<file path="config.mk">
export PLATFORM = sky130hd
export DESIGN_NAME = ucsbece154b_mem_arbiter
export DESIGN_NICKNAME = d
export VERILOG_FILES = /design/src/rtl/ucsbece154b_mem_arbiter_pkg.sv /design/src/rtl/ucsbece154b_mem_arbiter.sv
export SDC_FILE = /design/constraint.sdc
export NUM_CORES = 1
export LEC_CHECK = 0
export ABC_AREA = 1
export BUFFER_PORTS_ARGS = -buffer_cell sky130_fd_sc_hd__clkbuf_2
export CAP_MARGIN = 30
export CORE_MARGIN = 2
export CORE_UTILIZATION = 46
export DETAILED_ROUTE_END_ITERATION = 8
export HOLD_SLACK_MARGIN = 0.1
export PLACE_DENSITY = 0.8
export SLEW_MARGIN = 20
export SYNTH_ARGS = -nofsm -noshare
export SYNTH_HDL_FRONTEND = slang
export SYNTH_SLANG_ARGS = --single-unit
</file>
<file path="constraint.sdc">
create_clock -name clk -period 1.6 [get_ports clk]
set_input_delay 0.32 -clock clk [delete_from_list [all_inputs] [get_ports clk]]
set_output_delay 0.32 -clock clk [all_outputs]
set_load 0.02 [all_outputs]
</file>
<file path="src/rtl/ucsbece154b_mem_arbiter_pkg.sv">
// Shared definitions for the IF/MEM unified-memory arbiter: FSM state encoding
// and the default fairness limit.
package ucsbece154b_mem_arbiter_pkg;

   typedef enum logic [1:0] {
      arb_idle  = 2'd0,
      arb_fetch = 2'd1,
      arb_data  = 2'd2
   } arb_state_e;

   localparam int unsigned FAIR_LIMIT_DEF = 4;

endpackage

</file>
<file path="src/rtl/ucsbece154b_mem_arbiter.sv">
// Arbitrates one single-ported unified memory between instruction fetch and
// load/store, one outstanding req/ack transaction at a time, with fetch starvation guard.
module ucsbece154b_mem_arbiter
   import ucsbece154b_mem_arbiter_pkg::*;
#(
   parameter int unsigned ADDR_W     = 32,
   parameter int unsigned DATA_W     = 32,
   parameter int unsigned FAIR_LIMIT = FAIR_LIMIT_DEF
) (
   input  logic              clk,
   input  logic              reset,
   input  logic              if_req_i,
   input  logic [ADDR_W-1:0] if_addr_i,
   input  logic              if_flush_i,
   output logic [DATA_W-1:0] if_rdata_o,
   output logic              if_valid_o,
   input  logic              dm_req_i,
   input  logic              dm_we_i,
   input  logic [ADDR_W-1:0] dm_addr_i,
   input  logic [DATA_W-1:0] dm_wdata_i,
   output logic [DATA_W-1:0] dm_rdata_o,
   output logic              dm_valid_o,
   output logic              mem_req_o,
   output logic              mem_we_o,
   output logic [ADDR_W-1:0] mem_addr_o,
   output logic [DATA_W-1:0] mem_wdata_o,
   input  logic              mem_ack_i,
   input  logic [DATA_W-1:0] mem_rdata_i,
   output logic              stall_fetch_o,
   output logic              stall_mem_o
);

   localparam int unsigned   CNT_W    = $clog2(FAIR_LIMIT + 1);
   localparam logic [CNT_W-1:0] FAIR_MAX = CNT_W'(FAIR_LIMIT);

   arb_state_e        state_q;
   logic              mem_req_q;
   logic              mem_we_q;
   logic [ADDR_W-1:0] mem_addr_q;
   logic [DATA_W-1:0] mem_wdata_q;
   logic [DATA_W-1:0] if_rdata_q;
   logic [DATA_W-1:0] dm_rdata_q;
   logic              if_valid_q;
   logic              dm_valid_q;
   logic              cancel_q;
   logic [CNT_W-1:0]  fair_cnt_q;

   // Arbitration FSM: grants, memory request sequencing, capture and valid pulses.
   always_ff @(posedge clk) begin
      if (reset) begin
         state_q     <= arb_idle;
         mem_req_q   <= 1'b0;
         mem_we_q    <= 1'b0;
         mem_addr_q  <= '0;
         mem_wdata_q <= '0;
         if_rdata_q  <= '0;
         dm_rdata_q  <= '0;
         if_valid_q  <= 1'b0;
         dm_valid_q  <= 1'b0;
         cancel_q    <= 1'b0;
         fair_cnt_q  <= '0;
      end else begin
         if_valid_q <= 1'b0;
         dm_valid_q <= 1'b0;
         case (state_q)
            arb_idle: begin
               if (!if_req_i) begin
                  fair_cnt_q <= '0;
               end
               // Data wins unless a waiting fetch has been passed over FAIR_LIMIT times.
               if (dm_req_i && ((fair_cnt_q < FAIR_MAX) || !if_req_i)) begin
                  state_q     <= arb_data;
                  mem_req_q   <= 1'b1;
                  mem_we_q    <= dm_we_i;
                  mem_addr_q  <= dm_addr_i;
                  mem_wdata_q <= dm_wdata_i;
                  if (if_req_i && (fair_cnt_q != FAIR_MAX)) begin
                     fair_cnt_q <= fair_cnt_q + CNT_W'(1);
                  end
               end else if (if_req_i && !if_flush_i) begin
                  state_q    <= arb_fetch;
                  mem_req_q  <= 1'b1;
                  mem_we_q   <= 1'b0;
                  mem_addr_q <= if_addr_i;
                  fair_cnt_q <= '0;
               end
            end
            arb_fetch: begin
               if (mem_ack_i) begin
                  state_q   <= arb_idle;
                  mem_req_q <= 1'b0;
                  mem_we_q  <= 1'b0;
                  cancel_q  <= 1'b0;
                  // A redirect seen at any point of this fetch makes its data stale.
                  if (!(cancel_q || if_flush_i)) begin
                     if_rdata_q <= mem_rdata_i;
                     if_valid_q <= 1'b1;
                  end
               end else if (if_flush_i) begin
                  cancel_q <= 1'b1;
               end
            end
            arb_data: begin
               if (mem_ack_i) begin
                  state_q    <= arb_idle;
                  mem_req_q  <= 1'b0;
                  mem_we_q   <= 1'b0;
                  dm_valid_q <= 1'b1;
                  if (!mem_we_q) begin
                     dm_rdata_q <= mem_rdata_i;
                  end
               end
            end
            default: begin
               state_q   <= arb_idle;
               mem_req_q <= 1'b0;
               mem_we_q  <= 1'b0;
               cancel_q  <= 1'b0;
            end
         endcase
      end
   end

   assign mem_req_o   = mem_req_q;
   assign mem_we_o    = mem_we_q;
   assign mem_addr_o  = mem_addr_q;
   assign mem_wdata_o = mem_wdata_q;
   assign if_rdata_o  = if_rdata_q;
   assign dm_rdata_o  = dm_rdata_q;
   assign if_valid_o  = if_valid_q;
   assign dm_valid_o  = dm_valid_q;

   // Stalls release in the valid cycle so the pipeline advances exactly once.
   assign stall_fetch_o = if_req_i & ~if_valid_q & ~if_flush_i;
   assign stall_mem_o   = dm_req_i & ~dm_valid_q;

endmodule

</file>
==> results of run 1 <==
worst min path at each step:
stage,start,to,slack (ns),depth (start not counted)
5_1_grt,dm_wdata_i[25],mem_wdata_o[25]$_SDFFE_PP0P_,0.13,3
6_report,dm_wdata_i[8],mem_wdata_o[8]$_SDFFE_PP0P_,0.12,3
3_3_place_gp,mem_req_o$_SDFFE_PP0P_,mem_req_o$_SDFFE_PP0P_,0.45,2
3_5_place_dp,mem_addr_o[18]$_SDFFE_PP0P_,mem_addr_o[18]$_SDFFE_PP0P_,0.45,2
2_1_floorplan,dm_wdata_i[0],mem_wdata_o[0]$_SDFFE_PP0P_,0.45,2
4_1_cts,dm_wdata_i[8],mem_wdata_o[8]$_SDFFE_PP0P_,0.11,3
tightest hold or removal path, delay by kind of cell:
family                 cells  cell delay, ns
buffers and inverters      1            0.07
and+or+nand+nor            2            0.11
power breakdown:
group	total, W	internal, W	switching (W)
Clock	0.00428	0.00284	0.00144
Sequential	0.00395	0.00378	0.000177
Combinational	0.00201	0.000700	0.00131
Total	0.0102	0.00731	0.00293
cells by family (layout without fill, tap and decap cells):
kind of cell / after synthesis / in the layout / synth area share (%)
compound gates: 142 / 142 / 13.4
xor+xnor: 1 / 1 / 0.163
fa+ha+maj: 5 / 5 / 1.17
buf+inv: 60 / 331 / 5.48
flops: 138 / 138 / 51.5
other cells: 0 / 1 / 0
simple gates: 392 / 392 / 28.3
metal layers:
metal	routed length, µm	GRT usage (%)	up-vias	part of all wire [%]
met4	469	13.0	0	3.1
li1	-	-	2857	-
met1	6350	28.4	2423	41
met2	7140	40.0	219	47
met3	1360	8.33	39	8.9
met5	0	0	-	0
state kept, by name, indices dropped and copies added, names as in the netlist:
register / cells
cancel_q: 1
dm_rdata_o: 32
dm_valid_o: 1
fair_cnt_q: 3
if_rdata_o: 32
if_valid_o: 1
mem_addr_o: 32
mem_req_o: 1
mem_wdata_o: 32
mem_we_o: 1
state_q: 2
cells in the mapped netlist:
cell type and instances:
clkbuf_1 24, xnor2_1 1, a31oi_1 1, nor2_4 1, buf_6 3, buf_4 8
o21ai_1 33, nand2_1 181, nand3_1 6, a211oi_1 1, inv_2 3, nand2_4 4
o21ai_0 67, buf_2 11, o21a_1 1, nor2_1 200, inv_4 1, inv_1 10
a21oi_1 39, ha_1 5, dfxtp_1 138
through the flow:
| stage | worst slack [ns] | util, % | hold WS (ns) |
|---|---|---|---|
| after floorplan | 0.227 | - | 0.455 |
| after global placement | 0.125 | 59.9 | 0.451 |
| after detailed placement | 0.00566 | 59.9 | 0.454 |
| after CTS | 0.0802 | 65.6 | 0.109 |
| after global routing | 0.0283 | 65.6 | 0.132 |
| final | 0.149 | 65.6 | 0.119 |
layout by cell type, fill, tap and decap left out, drive strengths merged:
cell	count
clkbuf	288
nor2	201
nand2	185
dfxtp	138
o21ai	100
a21oi	39
buf	17
inv	14
nand3	6
clkinv	6
bufinv	5
ha	5
diode	1
o21a	1
a211oi	1
xnor2	1
a31oi	1
clkinvlp	1
repair_timing:
action | CTS | global route
hold buffers | 0 | 0
setup endpoints to repair | 2 | 20
hold endpoints to repair | 0 | 0
pin swaps | 0 | 0
resized for setup | 1 | 1
layout make-up:
class | instances | area [µm²] | share of cell area (%)
Antenna cell | 1 | 2.50 | 0.0334
Clock buffer | 20 | 457 | 6.09
Clock inverter | 12 | 195 | 2.60
Inverter | 14 | 57.6 | 0.768
Multi-Input combinational cell | 540 | 2310 | 30.8
Sequential cell | 138 | 2760 | 36.9
Tap cell | 143 | 179 | 2.39
Timing Repair Buffer | 285 | 1530 | 20.4
==> run_results.csv, run 1 <==
group,metric,value,unit
die,die_w,112,µm
global_routing,grt_use_total,24.4,%
clock_network,cts_tree,"yes",
sta,worst_pin_slew,0.431,ns
layout,syn2layout_area_growth,39.8,%
sta,setup_tns,0,ns
setup_path,r2r-start,"state_q[0]$_SDFFE_PP0P_",
clock_network,clk_path_buf_depth,2,
setup_path,regToRegSetupSlack,0.15,ns
die,rows,39,
setup_path,crit_required,1.96,ns
layout,fin_cells,1153,
yosys,syn_avg_cell_area,7.26,µm²
die,die-height,112,µm
sta,finalCritPeriodShare,90.7,%
global_routing,antenna_found_initial,1,
setup_path,crit_path_end_kind,"flip-flop",
drt,vias_per_cell,4.80,
setup_path,path_buf_inv,3,
clock_network,clock_sinks,138,
layout,fillers,991,
yosys,yosysWarnings,0,
clock_network,clkTransAtPathRegs,0.06,ns
pwr,p_total,0.0102,W
drt,dr.pass1.iters,4,
clock_network,postCtsSetupBuffers,0,
layout,drive_gt1_share,32.5,%
global_routing,grt_pass1_wl,24.7,mm
die,core,11400,µm²
setup_path,critPathLaunchType,"flip-flop",
setup_path,cp_max_fo,17,
setup_path,crit_chain,"inv_1 > ha_2 > inv_2 > nor2_4 > buf_4 > o21ai_0 > nor2_1",
drt,post-route-drc-count,0,
die,dieArea,12500,µm²
yosys,synth.distinct_cells,21,
yosys,synth_top_area_share,51.5,%
clock_network,clk_latency,0.42,ns
run_status,status,"finished, final reports clean",
die,ioPinCount,269,
setup_path,crit_start,"state_q[0]$_SDFFE_PP0P_",
clock_network,cts_made_buffers,17,
pwr,leakagePower,3.84,nW
job,drv_cap,0,
drt,ant_nets,0,
placement,place.gp.congestion,0.852,
drt,dr_total_vias,5538,
sta,setup_viol,0,
setup_path,worstPathArrival,1.81,ns
clock_network,root_buffer,"clkbuf_16",
layout,fin_nets,1136,
placement,post-dp-hpwl,10.6,mm
sta,slew_headroom,71.3,%
yosys,syn-num-nets,878,
sta,rsz0062_at_grt,"false",
sta,max_freq,689,MHz
yosys,ys_seq_area_share,51.5,%
global_routing,grt_max_degree,57,
yosys,ys_ff_latch,138,
die,start_util,47.0,%
setup_path,crit_type,"reg -> reg",
yosys,synth_area_leaders,"dfxtp_1 (52%), nor2_1 (14%), nand2_1 (13%)",
sta,finalClockSkew,0.00810,ns
setup_path,reg2regPathDepth,7,
drt,drt_iter0_drc,304,
drt,wire_per_inst,13.3,µm
yosys,synth_cells,738,
pwr,power_density,1370,nW/µm²
sta,period_needed,1.45,ns
layout,design_area,7490,µm²
sta,drv_slew,0,
setup_path,cp_num_cells,7,
pwr,ir_drop,0.000996,V
clock_network,htree_levels,4,
min_path,hold_class,"in -> reg",
setup_path,cpLargestDelayFamily,"buffers and inverters",
sta,hold_violations,0,
drt,drt-total-wl,15.3,mm
placement,io_buffers,268,
yosys,synth_area,5360,µm²
setup_path,cp-endpoint,"mem_wdata_o[2]$_SDFFE_PP0P_",
global_routing,grt_pass1_vias,5217,
setup_path,worst_path_max_delay_cell,"dfxtp_1",
yosys,synth_top_cell_by_area,"dfxtp_1",
placement,dp_cells,1120,
setup_path,max_stage_delay,0.33,ns
setup_path,crit-reg2reg-capture,"mem_wdata_o[2]$_SDFFE_PP0P_",
placement,detailed_place.area,6840,µm²
global_routing,grt_overflow,0,
Power figures use the tool's default switching activity.
==> run 2, diff against run 1 <==
--- a/config.mk
+++ b/config.mk
@@ -10,7 +10,9 @@
 export CAP_MARGIN = 30
 export CORE_MARGIN = 2
 export CORE_UTILIZATION = 46
+export CTS_CLUSTER_SIZE = 28
 export DETAILED_ROUTE_END_ITERATION = 8
+export GPL_TIMING_DRIVEN = 0
 export HOLD_SLACK_MARGIN = 0.1
 export PLACE_DENSITY = 0.8
 export SLEW_MARGIN = 20
==> run 2 against run 1 <==
Sequential cell count unchanged. Power is 2.7% lower. Non-clock buffer count increased by 34. Maximum frequency shrank 3.4%. Core utilization is 0.77 points higher. Count of clock-buffer cells in the layout stayed put. Hold slack gained 0.016 ns. Combinational power increased by 5%. Die area unchanged. Clock power down 8.9%. Critical endpoint is now dm_rdata_o[24]$_SDFFE_PP0P_. Global-route usage increased by 1.1 points. Register-to-register slack lost 0.05 ns.
==> run_results.csv, run 2 (synthesized netlist as in run 1, its figures left out) <==
group,metric,value,unit
layout,design_area,7580,µm²
sta,max_freq,666,MHz
global_routing,grt_max_degree,17,
setup_path,crit_type,"reg -> reg",
clock_network,root_buffer,"clkbuf_16",
clock_network,clock_sinks,138,
sta,drv_slew,0,
layout,antennaDiodeCount,0,
die,die-height,112,µm
setup_path,cp_max_fo,10,
clock_network,clk_latency,0.41,ns
placement,post-dp-hpwl,11.8,mm
die,die_w,112,µm
drt,post-route-drc-count,0,
sta,hold_slack,0.135,ns
setup_path,crit_path_end_kind,"flip-flop",
die,rows,39,
clock_network,clkTransAtPathRegs,0.06,ns
pwr,ir_drop,0.000687,V
placement,place.gp.congestion,0.822,
sta,period_needed,1.50,ns
placement,io_buffers,266,
drt,drt_iter0_drc,305,
drt,dr.pass1.iters,4,
drt,ant_nets,0,
sta,slew_headroom,66.0,%
global_routing,grt_overflow,0,
setup_path,worst_path_max_delay_cell,"dfxtp_1",
clock_network,cts_made_buffers,17,
setup_path,worstPathArrival,1.80,ns
die,start_util,47.0,%
clock_network,clk_path_buf_depth,2,
die,core,11400,µm²
global_routing,grt_pass1_vias,5381,
global_routing,grt_pass1_wl,25.7,mm
layout,fin_nets,1171,
global_routing,antenna_found_initial,0,
run_status,status,"finished, final reports clean",
setup_path,crit_required,1.90,ns
setup_path,critPathLaunchType,"flip-flop",
die,dieArea,12500,µm²
clock_network,cts_tree,"yes",
drt,wire_per_inst,13.6,µm
sta,worst_pin_slew,0.510,ns
sta,setup_tns,0,ns
pwr,p_total,0.00997,W
setup_path,regToRegSetupSlack,0.1,ns
clock_network,cts_hold_buffers,0,
layout,syn2layout_area_growth,41.4,%
drt,dr_total_vias,5680,
die,ioPinCount,269,
layout,final_common_cell,"clkbuf_2",
sta,setup_viol,0,
pwr,leakagePower,3.88,nW
sta,finalCritPeriodShare,93.9,%
sta,hold_violations,0,
setup_path,crit_chain,"inv_2 > ha_1 > nand2_2 > nor2_4 > inv_2 > buf_2 > nor2_1 > nor2_1",
setup_path,max_stage_delay,0.33,ns
clock_network,htree_levels,4,
drt,drt-total-wl,16.1,mm
sta,finalClockSkew,0.00711,ns
drt,vias_per_cell,4.79,
layout,drive_gt1_share,34.1,%
placement,detailed_place.area,6870,µm²
job,drv_cap,0,
min_path,hold_class,"in -> reg",
pwr,power_density,1310,nW/µm²
global_routing,grt_use_total,25.5,%
layout,layout_common_cells,"clkbuf_2 (270), nor2_1 (196), nand2_1 (180)",
## run 2: changes by cell type in the layout (fill, tap and decap cells not counted), moves of 4 or more
cell        delta
buf_12         -5
buf_2         +14
buf_4          +4
clkbuf_1      +14
clkinv_2       -4
clkinvlp_4     +5
## run 2: metal layers
| layer | vias to the layer above | track usage (%) | wire, µm |
|---|---|---|---|
| met5 | - | 0 | 0 |
| met4 | 0 | 10.5 | 440 |
| met3 | 35 | 8.87 | 1300 |
| met2 | 199 | 43.3 | 7650 |
| met1 | 2514 | 29.4 | 6710 |
| li1 | 2932 | - | - |
## run 2: layout make-up
cell class | count | area, µm²
clock inverter | 12 | 140
timing repair buffer | 273 | 1380
fill | 1044 | 3840
sequential | 138 | 2760
clock buffer | 20 | 457
multi-input combinational | 541 | 2350
inverter | 14 | 55.1
buffer | 46 | 259
tap | 143 | 179
## run 2: power breakdown
part           switching, W  total, W  internal [W]  leakage [nW]
registers          0.000176   0.00395       0.00377          1.13
clock network       0.00151   0.00390       0.00239         0.272
logic               0.00135   0.00212      0.000765          2.48
## run 2: stage by stage
step,setup WS (ns),util (%),instances
5_1_grt,-0.0107,66.4,1187
4_1_cts,-0.00839,65.7,1182
2_1_floorplan,0.227,-,738
3_3_place_gp,-0.286,60.2,1147
6_report,0.0982,66.4,1187
3_5_place_dp,-0.252,60.2,1147
## run 2: path summary, 6_finish.rpt
| check | startpoint | end | cells past startpoint |
|---|---|---|---|
| min | dm_wdata_i[26] | mem_wdata_o[26]$_SDFFE_PP0P_ | 3 |
| max | state_q[0]$_SDFFE_PP0P_ | dm_rdata_o[24]$_SDFFE_PP0P_ | 8 |
| min reg2reg | mem_addr_o[22]$_SDFFE_PP0P_ | mem_addr_o[22]$_SDFFE_PP0P_ | 2 |
| max reg2reg | state_q[0]$_SDFFE_PP0P_ | dm_rdata_o[24]$_SDFFE_PP0P_ | 8 |
## run 2: worst max-delay path: cells and delay by family, from the launching register on
family | cells | cell delay (ns)
fa+ha+maj | 1 | 0.19
simple gates | 4 | 0.49
flops | 1 | 0.33
buf+inv | 3 | 0.37
## run 2: repair_timing
item | CTS | global route
resized for setup | 10 | 26
setup endpoints to repair | 72 | 89
pin swaps | 1 | 3
buffers inserted | 2 | 5
gates cloned | 1 | 0
==> run 3, diff against run 2 <==
--- a/config.mk
+++ b/config.mk
@@ -8,13 +8,15 @@
 export ABC_AREA = 1
 export BUFFER_PORTS_ARGS = -buffer_cell sky130_fd_sc_hd__clkbuf_2
 export CAP_MARGIN = 30
+export CELL_PAD_IN_SITES_DETAIL_PLACEMENT = 0
+export CELL_PAD_IN_SITES_GLOBAL_PLACEMENT = 1
 export CORE_MARGIN = 2
-export CORE_UTILIZATION = 46
+export CORE_UTILIZATION = 31
 export CTS_CLUSTER_SIZE = 28
 export DETAILED_ROUTE_END_ITERATION = 8
 export GPL_TIMING_DRIVEN = 0
 export HOLD_SLACK_MARGIN = 0.1
-export PLACE_DENSITY = 0.8
+export PLACE_DENSITY_LB_ADDON = 0.1
 export SLEW_MARGIN = 20
 export SYNTH_ARGS = -nofsm -noshare
 export SYNTH_HDL_FRONTEND = slang
==> run 3 against run 2 <==
Register-to-register slack improved by 0.04 ns. Sequential power about the same. Cell area increased by 1.1%. Combinational power about the same. Critical path depth unchanged. Largest power group unchanged. Sequential share of layout area decreased by 0.39 points. Sequential cell count unchanged. Largest cell class unchanged. Non-clock buffer count decreased by 2.
==> run_results.csv, run 3 (synthesized netlist as in run 1, its figures left out) <==
group,metric,value,unit
run_status,status,"finished, final reports clean",
sta,setup_viol,0,
drt,post-route-drc-count,0,
sta,period_needed,1.46,ns
pwr,ir_drop,0.000675,V
setup_path,reg2regPathDepth,8,
global_routing,grt_overflow,0,
clock_network,cts_tree,"yes",
sta,drv_slew,0,
drt,dr_total_vias,5444,
placement,dp_cells,1229,
die,dieArea,18400,µm²
sta,worst_pin_slew,0.517,ns
setup_path,crit_path_end_kind,"flip-flop",
die,ioPinCount,269,
pwr,power_density,1300,nW/µm²
die,die-height,136,µm
layout,design_area,7660,µm²
clock_network,clk_latency,0.41,ns
die,start_util,31.3,%
layout,fin_cells,1266,
sta,finalCritPeriodShare,91.3,%
pwr,leakagePower,3.86,nW
clock_network,clk_path_buf_depth,2,
setup_path,crit_type,"reg -> reg",
die,core,17100,µm²
global_routing,antenna_found_initial,0,
sta,hold_violations,0,
clock_network,cts_hold_buffers,0,
clock_network,cts_made_buffers,17,
placement,post-dp-hpwl,12.8,mm
setup_path,crit_chain,"inv_2 > ha_2 > nand2_1 > nor2_4 > inv_2 > buf_4 > nor2_1 > nor2_1",
global_routing,grt_pass1_wl,26.5,mm
drt,drt-total-wl,17.0,mm
clock_network,clkTransAtPathRegs,0.06,ns
drt,dr.pass1.iters,4,
drt,drt_iter0_drc,215,
setup_path,max_stage_delay,0.33,ns
layout,final_common_cell,"clkbuf_2",
setup_path,cp_max_fo,10,
layout,final_util,44.8,%
min_path,hold_class,"in -> reg",
clock_network,root_buffer,"clkbuf_16",
sta,rsz0062_at_grt,"false",
sta,finalClockSkew,0.00934,ns
min_path,min_path_cells,3,
layout,layout_common_cells,"clkbuf_2 (267), nor2_1 (199), nand2_1 (181)",
job,drv_cap,0,
drt,ant_nets,0,
global_routing,grt_use_total,18.4,%
clock_network,clock_sinks,138,
global_routing,grt_pass1_vias,5347,
setup_path,worst_path_max_delay_cell,"dfxtp_1",
sta,max_freq,685,MHz
drt,vias_per_cell,4.30,
setup_path,critPathLaunchType,"flip-flop",
sta,slew_headroom,65.5,%
clock_network,htree_levels,4,
global_routing,grt_max_degree,17,
die,die_w,136,µm
layout,antennaDiodeCount,0,
layout,fin_nets,1168,
drt,wire_per_inst,13.4,µm
setup_path,worstPathArrival,1.76,ns
die,rows,48,
placement,io_buffers,266,
layout,drive_gt1_share,33.6,%
layout,syn2layout_area_growth,43.0,%
setup_path,crit_required,1.90,ns
placement,detailed_place.area,6970,µm²
sta,setup_tns,0,ns
placement,place.gp.congestion,0.738,
## run 3: cell count changes in the layout (fill, tap and decap cells not counted), moves of 3 or more
cell,change
clkbuf_2,-3
clkbuf_4,+5
nor2_2,-4
buf_2,-4
nor2_1,+3
## run 3: worst max-delay path: cells and delay by family (launching register included)
kind,cells,cell delay [ns]
buf+inv,3,0.38
simple gates,4,0.47
fa+ha+maj,1,0.19
flops,1,0.33
## run 3: repair_timing
action                                  in CTS  in global routing
gates resized for setup                      9                 37
endpoints found under the setup margin      79                 85
pin swaps                                    1                  3
buffers inserted                             2                  3
## run 3: cell type report
| cell class | instances | area (µm²) |
|---|---|---|
| Clock inverter | 13 | 145 |
| Tap cell | 225 | 282 |
| Inverter | 14 | 55.1 |
| Fill cell | 1895 | 9450 |
| Multi-Input combinational cell | 540 | 2330 |
| Clock buffer | 19 | 443 |
| Sequential cell | 138 | 2760 |
| Buffer | 46 | 277 |
| Timing Repair Buffer | 271 | 1370 |
## run 3: metal layers
layer | up-vias | part of all wire [%] | global-route usage [%]
met5 | - | 0 | 0
met4 | 0 | 1.7 | 6.71
met3 | 18 | 7.9 | 6.25
met2 | 161 | 47 | 30.6
met1 | 2353 | 44 | 22.2
li1 | 2912 | - | -
## run 3: worst paths after layout
kind                                             startpoint  slack (ns)                           to
worst max-delay path                state_q[0]$_SDFFE_PP0P_        0.14   dm_rdata_o[1]$_SDFFE_PP0P_
worst min-delay path                          dm_wdata_i[8]        0.13  mem_wdata_o[8]$_SDFFE_PP0P_
worst max register to register      state_q[0]$_SDFFE_PP0P_        0.14   dm_rdata_o[1]$_SDFFE_PP0P_
worst min register to register  mem_addr_o[24]$_SDFFE_PP0P_        0.46  mem_addr_o[24]$_SDFFE_PP0P_
## run 3: metrics by stage
| stage | total power (W) | hold slack (ns) | setup WS [ns] |
|---|---|---|---|
| after floorplan | 0.00529 | 0.455 | 0.227 |
| after global routing | 0.0104 | 0.121 | 0.00620 |
| after detailed placement | 0.00609 | 0.453 | -0.225 |
| final | 0.00993 | 0.128 | 0.139 |
| after global placement | 0.00609 | 0.453 | -0.207 |
| after CTS | 0.0100 | 0.113 | 0.00429 |
## run 3: power by group
part | internal, W | switching [W] | total (W)
Combinational | 0.000761 | 0.00135 | 0.00211
Clock | 0.00235 | 0.00153 | 0.00387
Sequential | 0.00377 | 0.000175 | 0.00395
